===== src/rtl/seg_decode_if.sv =====
// Bus between a scanned seven-segment display and its loopback decoder.
// The master drives the scanned lines; the slave returns the decoded per-digit state.
interface seg_decode_if #(parameter int NDIG = 8);
   logic [7:0]        seg_in;
   logic [NDIG-1:0]   an_in;
   logic [4*NDIG-1:0] digits;
   logic [NDIG-1:0]   dig_valid;
   logic [NDIG-1:0]   dig_blank;
   logic [NDIG-1:0]   dig_dp;
   logic              upd;
   logic [2:0]        upd_idx;
   logic [3:0]        upd_val;
   logic              err;
   logic [7:0]        err_cnt;

   modport master (
      output seg_in, an_in,
      input  digits, dig_valid, dig_blank, dig_dp, upd, upd_idx, upd_val, err, err_cnt
   );

   modport slave (
      input  seg_in, an_in,
      output digits, dig_valid, dig_blank, dig_dp, upd, upd_idx, upd_val, err, err_cnt
   );
endinterface


===== src/rtl/seg_decode.sv =====
// Scanned seven-segment decoder: recovers the hex value on each digit of a
// time-multiplexed active-low display once a pattern has been stable long enough.
module seg_digit (
   input  logic       clk,
   input  logic       rst,
   input  logic       wr_hex,
   input  logic       wr_blank,
   input  logic       wr_ill,
   input  logic [3:0] val,
   input  logic       dp,
   output logic [3:0] digit,
   output logic       valid,
   output logic       blank,
   output logic       dp_q
);
   always_ff @(posedge clk) begin
      if (rst) begin
         digit <= 4'h0;
         valid <= 1'b0;
         blank <= 1'b0;
         dp_q  <= 1'b0;
      end else if (wr_hex) begin
         digit <= val;
         valid <= 1'b1;
         blank <= 1'b0;
         dp_q  <= dp;
      end else if (wr_blank) begin
         valid <= 1'b0;
         blank <= 1'b1;
         dp_q  <= dp;
      end else if (wr_ill) begin
         valid <= 1'b0;
      end
   end
endmodule

module seg_decode #(
   parameter int NDIG       = 8,
   parameter int STABLE_CYC = 4
) (
   input logic         clk,
   input logic         rst,
   seg_decode_if.slave bus
);
   typedef enum logic [1:0] {IDLE, TRACK, MULTI, HOLD} state_t;

   state_t            state, state_nxt;
   logic [7:0]        s_seg;
   logic [NDIG-1:0]   s_an;
   logic [3:0]        cnt;
   logic              chg, hit;
   logic [3:0]        nlow_in;
   logic [2:0]        idx;
   logic [7:0]        pat;
   logic [3:0]        hex;
   logic              legal, is_blank;
   logic              do_commit, do_err;
   logic              wr_hex, wr_blank, wr_ill, err_go;

   logic [NDIG-1:0][3:0] dig_q;
   logic [NDIG-1:0]      vld_q, blk_q, dp_q;

   // Change is seen on the edge that first samples it, so the count starts right away.
   assign chg = ({bus.seg_in, bus.an_in} != {s_seg, s_an});
   assign hit = !chg && (cnt == 4'(STABLE_CYC - 1));
   assign pat = {s_seg[7:1], 1'b1};

   always_comb begin
      nlow_in = 4'd0;
      for (int i = 0; i < NDIG; i++)
         if (!bus.an_in[i]) nlow_in = nlow_in + 4'd1;
   end

   always_comb begin
      idx = 3'd0;
      for (int i = 0; i < NDIG; i++)
         if (!s_an[i]) idx = 3'(i);
   end

   always_comb begin
      hex      = 4'h0;
      legal    = 1'b1;
      is_blank = 1'b0;
      case (pat)
         8'h03: hex = 4'h0;
         8'hF3: hex = 4'h1;
         8'h25: hex = 4'h2;
         8'h0D: hex = 4'h3;
         8'h99: hex = 4'h4;
         8'h49: hex = 4'h5;
         8'h41: hex = 4'h6;
         8'h1F: hex = 4'h7;
         8'h01: hex = 4'h8;
         8'h19: hex = 4'h9;
         8'h11: hex = 4'hA;
         8'hC1: hex = 4'hB;
         8'h63: hex = 4'hC;
         8'h85: hex = 4'hD;
         8'h61: hex = 4'hE;
         8'h71: hex = 4'hF;
         8'hFF: begin legal = 1'b0; is_blank = 1'b1; end
         default: legal = 1'b0;
      endcase
   end

   always_ff @(posedge clk) begin
      if (rst) begin
         state <= IDLE;
         s_seg <= 8'hFF;
         s_an  <= '1;
         cnt   <= 4'd0;
      end else begin
         state <= state_nxt;
         s_seg <= bus.seg_in;
         s_an  <= bus.an_in;
         if (chg)
            cnt <= 4'd0;
         else if (cnt < 4'(STABLE_CYC))
            cnt <= cnt + 4'd1;
      end
   end

   always_comb begin
      state_nxt = state;
      do_commit = 1'b0;
      do_err    = 1'b0;
      if (chg) begin
         if (nlow_in == 4'd1)      state_nxt = TRACK;
         else if (nlow_in >= 4'd2) state_nxt = MULTI;
         else                      state_nxt = IDLE;
      end else begin
         case (state)
            TRACK: if (hit) begin state_nxt = HOLD; do_commit = 1'b1; end
            MULTI: if (hit) begin state_nxt = HOLD; do_err    = 1'b1; end
            default: ;
         endcase
      end
   end

   assign wr_hex   = do_commit && legal;
   assign wr_blank = do_commit && is_blank;
   assign wr_ill   = do_commit && !legal && !is_blank;
   assign err_go   = do_err || wr_ill;

   for (genvar i = 0; i < NDIG; i++) begin : g_dig
      seg_digit u_dig (
         .clk      (clk),
         .rst      (rst),
         .wr_hex   (wr_hex   && !s_an[i]),
         .wr_blank (wr_blank && !s_an[i]),
         .wr_ill   (wr_ill   && !s_an[i]),
         .val      (hex),
         .dp       (~s_seg[0]),
         .digit    (dig_q[i]),
         .valid    (vld_q[i]),
         .blank    (blk_q[i]),
         .dp_q     (dp_q[i])
      );
   end

   assign bus.digits    = dig_q;
   assign bus.dig_valid = vld_q;
   assign bus.dig_blank = blk_q;
   assign bus.dig_dp    = dp_q;

   always_ff @(posedge clk) begin
      if (rst) begin
         bus.upd     <= 1'b0;
         bus.upd_idx <= 3'd0;
         bus.upd_val <= 4'h0;
         bus.err     <= 1'b0;
         bus.err_cnt <= 8'd0;
      end else begin
         bus.upd <= wr_hex;
         bus.err <= err_go;
         if (wr_hex) begin
            bus.upd_idx <= idx;
            bus.upd_val <= hex;
         end
         if (err_go && bus.err_cnt != 8'hFF)
            bus.err_cnt <= bus.err_cnt + 8'd1;
      end
   end
endmodule


===== src/flat_wrapper.sv =====
// flat-port wrapper written by rule: the top's interface ports become plain ports
module seg_decode_flat 
#(
   parameter int NDIG       = 8,
   parameter int STABLE_CYC = 4
)
  (clk, rst, bus_seg_in, bus_an_in, bus_digits, bus_dig_valid, bus_dig_blank, bus_dig_dp, bus_upd, bus_upd_idx, bus_upd_val, bus_err, bus_err_cnt);
  seg_decode_if #(.NDIG(NDIG)) bus_i ();
  input logic clk;
  input logic rst;
  input wire logic [$bits(bus_i.seg_in)-1:0] bus_seg_in;
  input wire logic [$bits(bus_i.an_in)-1:0] bus_an_in;
  output wire logic [$bits(bus_i.digits)-1:0] bus_digits;
  output wire logic [$bits(bus_i.dig_valid)-1:0] bus_dig_valid;
  output wire logic [$bits(bus_i.dig_blank)-1:0] bus_dig_blank;
  output wire logic [$bits(bus_i.dig_dp)-1:0] bus_dig_dp;
  output wire logic [$bits(bus_i.upd)-1:0] bus_upd;
  output wire logic [$bits(bus_i.upd_idx)-1:0] bus_upd_idx;
  output wire logic [$bits(bus_i.upd_val)-1:0] bus_upd_val;
  output wire logic [$bits(bus_i.err)-1:0] bus_err;
  output wire logic [$bits(bus_i.err_cnt)-1:0] bus_err_cnt;
  assign bus_i.seg_in = bus_seg_in;
  assign bus_i.an_in = bus_an_in;
  assign bus_digits = bus_i.digits;
  assign bus_dig_valid = bus_i.dig_valid;
  assign bus_dig_blank = bus_i.dig_blank;
  assign bus_dig_dp = bus_i.dig_dp;
  assign bus_upd = bus_i.upd;
  assign bus_upd_idx = bus_i.upd_idx;
  assign bus_upd_val = bus_i.upd_val;
  assign bus_err = bus_i.err;
  assign bus_err_cnt = bus_i.err_cnt;
  seg_decode #(.NDIG(NDIG), .STABLE_CYC(STABLE_CYC)) u_core (.clk(clk), .rst(rst), .bus(bus_i));
endmodule

===== config.mk =====
export PLATFORM = sky130hd
export DESIGN_NAME = seg_decode_flat
export DESIGN_NICKNAME = d
export VERILOG_FILES = /design/src/rtl/seg_decode_if.sv /design/src/rtl/seg_decode.sv /design/src/flat_wrapper.sv
export SDC_FILE = /design/constraint.sdc
export NUM_CORES = 1
export LEC_CHECK = 0
export CORE_AREA = 8 8 104 106
export DETAILED_ROUTE_END_ITERATION = 12
export DIE_AREA = 0 0 112 114
export DONT_BUFFER_PORTS = 1
export GPL_TIMING_DRIVEN = 0
export PLACE_DENSITY_LB_ADDON = 0.25
export SYNTH_ARGS = -nofsm -noshare
export SYNTH_HDL_FRONTEND = slang
export SYNTH_SLANG_ARGS = --single-unit

===== constraint.sdc =====
create_clock -name clk -period 6.81 [get_ports clk]
set_input_delay 0.681 -clock clk [delete_from_list [all_inputs] [get_ports clk]]
set_output_delay 0.681 -clock clk [all_outputs]
set_load 0.01 [all_outputs]

==> results.json <==
{
  "fmax_mhz": 239,
  "synth_area_leader_cell": "dfxtp_1",
  "status": "finished, final reports clean",
  "ys_seq_area_frac": 0.390,
  "pre_cts_ws_ns": 2.25,
  "insertedDiodeCount": 0,
  "fin_worst_skew_ns": 0.0110,
  "cp.arrival_ns": 4.44,
  "reg2reg_from": "u_core.s_seg[6]",
  "path_clk_slew_ns": 0.10,
  "cell_internal_pwr_w": 0.000793,
  "slew_violations": 0,
  "cts_tree": "yes",
  "vdd_drop_max_mv": 0.128,
  "dp_hpwl_um": 9490,
  "grt_max_degree": 18,
  "antenna_found_initial": 0,
  "nets": 575,
  "synthDistinctLibCells": 67,
  "post_dp_cell_area_sq_mm": 0.00501,
  "reg2reg_slack_ns": 3.82,
  "final_antenna_net_count": 0,
  "drive_gt1_frac": 0.169,
  "wl_per_cell_um": 18.8,
  "ys_warn_count": 0,
  "gp_congestion": 0.899,
  "start_util": 0.535,
  "final-hold-violation-count": 0,
  "holdPathStages": 1,
  "cts_buffers": 9,
  "p_sw_frac": 0.295,
  "slowest_delay_ns": 0.38,
  "area_growth_pct": 6.55,
  "rows": 35,
  "switching_power_w": 0.000332,
  "io_pins": 91,
  "startpoint_type": "input pin",
  "via_per_inst": 5.90,
  "grt_pass1_vias": 3655,
  "setup_ws_ns": 2.62,
  "worstSetupPathType": "input pin to register",
  "syn_nets": 564,
  "vias": 3896,
  "fin_util": 0.570,
  "ys_seq_elements": 95,
  "post_cts_buffers": 0,
  "synth_area_sq_mm": 0.00487,
  "first_iter_violations": 260,
  "r2r-end": "u_core.g_dig[3].u_dig.digit[2]",
  "die_h_um": 114,
  "wirelength_um": 12400,
  "postCtsHoldBufs": 0,
  "worstSkewPairLatency_ns": 0.36,
  "p_per_area_mw_per_mm2": 217,
  "cts_resized": 0,
  "dieArea_sq_mm": 0.0128,
  "grt.overflow.total": 0,
  "crit_start": "bus_an_in[0]",
  "hold_class": "input pin to register",
  "cts_buffer_depth": 2,
  "p_seq_frac": 0.510,
  "ys_top_cells_by_count": "95 x dfxtp_1, 62 x nor2_1, 28 x a22o_1, 25 x a21oi_1, 25 x buf_4",
  "htreeDepth": 3,
  "cp-end-kind": "register",
  "finalInstanceArea_sq_mm": 0.00519,
  "tns_ns": 0,
  "cp-endpoint": "u_core.state[0]",
  "tightest_slew_ns": 0.708,
  "reg2reg_depth": 10,
  "rsz0062_at_grt": "no",
  "period_share": 0.615,
  "track_usage": 0.192,
  "core-area_sq_mm": 0.00911,
  "combPwrFrac": 0.179,
  "cp.required_ns": 7.07,
  "post-route-drc-count": 0,
  "cap_violations": 0,
  "syn_avg_cell_area_sq_um": 9.14,
  "setup_viol": 0,
  "dieWidth_um": 112,
  "critical-path-slowest-cell": "o21ai_0",
  "synthArstFlopShare": 0,
  "fin_crit_ns": 4.19,
  "clkPwrFrac": 0.311,
  "cp_max_fo": 5,
  "drt_pass1_iterations": 4,
  "grt_first_pass_wirelength_um": 19800,
  "synth_most_common_cell": "dfxtp_1",
  "synth_ff_type": "dfxtp_1",
  "ys_top_cells_by_area": "dfxtp_1 39%, a22o_1 5.0%, nor2_1 4.8%",
  "slew_headroom": 0.527,
  "path_cells": "inv_1 -> ha_1 -> xnor2_1 -> xnor2_1 -> o21ai_0 -> ha_1 -> xnor2_1 -> a211oi_1 -> ha_1 -> nand2b_1 -> o31ai_1 -> ha_1 -> nor2b_1 -> xnor2_1 -> xnor3_1 -> o21a_1 -> and3b_1 -> a211o_1",
  "clock-sinks": 95,
  "leakage_nw": 2.01,
  "netlist_instances": 533,
  "synth_edf_count": 0,
  "io_buffers": 0,
  "synth_top_area_share": 0.390,
  "root_buffer": "clkbuf_8"
}
## power groups by stage
stage	sequential (W)	combinational, W	clock (W)
global placement	0.000586	0.000195	0
floorplan	0.000583	0.000163	0
global route	0.000575	0.000226	0.000374
detailed placement	0.000586	0.000200	0
CTS	0.000573	0.000202	0.000353
finish	0.000574	0.000202	0.000350
## logic make-up (layout without fill, tap and decap cells)
group | after synthesis | count (layout) | synth area share
flops | 95 | 95 | 0.390
simple gates | 177 | 177 | 0.192
fa+ha+maj | 13 | 13 | 0.0334
buf+inv | 68 | 84 | 0.0768
compound gates | 137 | 137 | 0.219
xor+xnor | 40 | 40 | 0.0825
mux | 3 | 3 | 0.00642
## through the flow
step,hold slack [ns],cells,total power [W]
finish,0.422,660,0.00113
global route,0.413,660,0.00117
CTS,0.418,660,0.00113
detailed placement,0.456,644,0.000786
global placement,0.449,644,0.000781
floorplan,0.442,533,0.000746
## cells in the final DEF, fill, tap and decap left out, types with 15 or more instances in the layout
cell type  instances
dfxtp_1           95
nor2_1            62
a22o_1            28
buf_4             25
a21oi_1           25
xor2_1            20
nand2_1           17
xnor2_1           16
inv_1             15
or2_2             15
## flip-flops by register name (all words and copies together) (netlist names)
name	flops
u_core.state	2
u_core.bus.upd_val	4
u_core.s_an	8
u_core.g_dig.u_dig.blank	8
u_core.bus.err	1
u_core.g_dig.u_dig.dp_q	8
u_core.cnt	4
u_core.bus.upd_idx	3
u_core.bus.upd	1
u_core.g_dig.u_dig.valid	8
u_core.bus.err_cnt	8
u_core.s_seg	8
u_core.g_dig.u_dig.digit	32
## critical path, delay by kind of cell
family                   cells  cell delay [ns]
AND/OR/NAND/NOR              3             0.41
AO/OA/AOI/OAI                5             1.13
buffers and inverters        1             0.05
XOR/XNOR                     5             0.97
adder cells (fa/ha/maj)      4             1.21
## metal layers
metal	wire length [um]	share of wire	track usage
met1	5430	0.44	0.233
met2	5900	0.47	0.322
met3	898	0.072	0.0523
met4	210	0.017	0.0612
met5	0	0	0
## worst min path at each step
stage	start	end	slack (ns)
after global placement	u_core.g_dig[5].u_dig.blank	u_core.g_dig[5].u_dig.blank	0.45
after global routing	bus_seg_in[3]	u_core.s_seg[3]	0.41
after CTS	bus_seg_in[3]	u_core.s_seg[3]	0.42
final	bus_seg_in[5]	u_core.s_seg[5]	0.42
after detailed placement	u_core.g_dig[6].u_dig.blank	u_core.g_dig[6].u_dig.blank	0.46
after floorplan	u_core.g_dig[0].u_dig.blank	u_core.g_dig[0].u_dig.blank	0.44
## cell type report
class	count	area [sq um]
Clock buffer	10	128
Tap cell	111	139
Clock inverter	6	52.6
Multi-Input combinational cell	370	2590
Fill cell	841	3920
Sequential cell	95	1900
Inverter	15	56.3
Buffer	53	318
(Power assumes the default switching activity.)
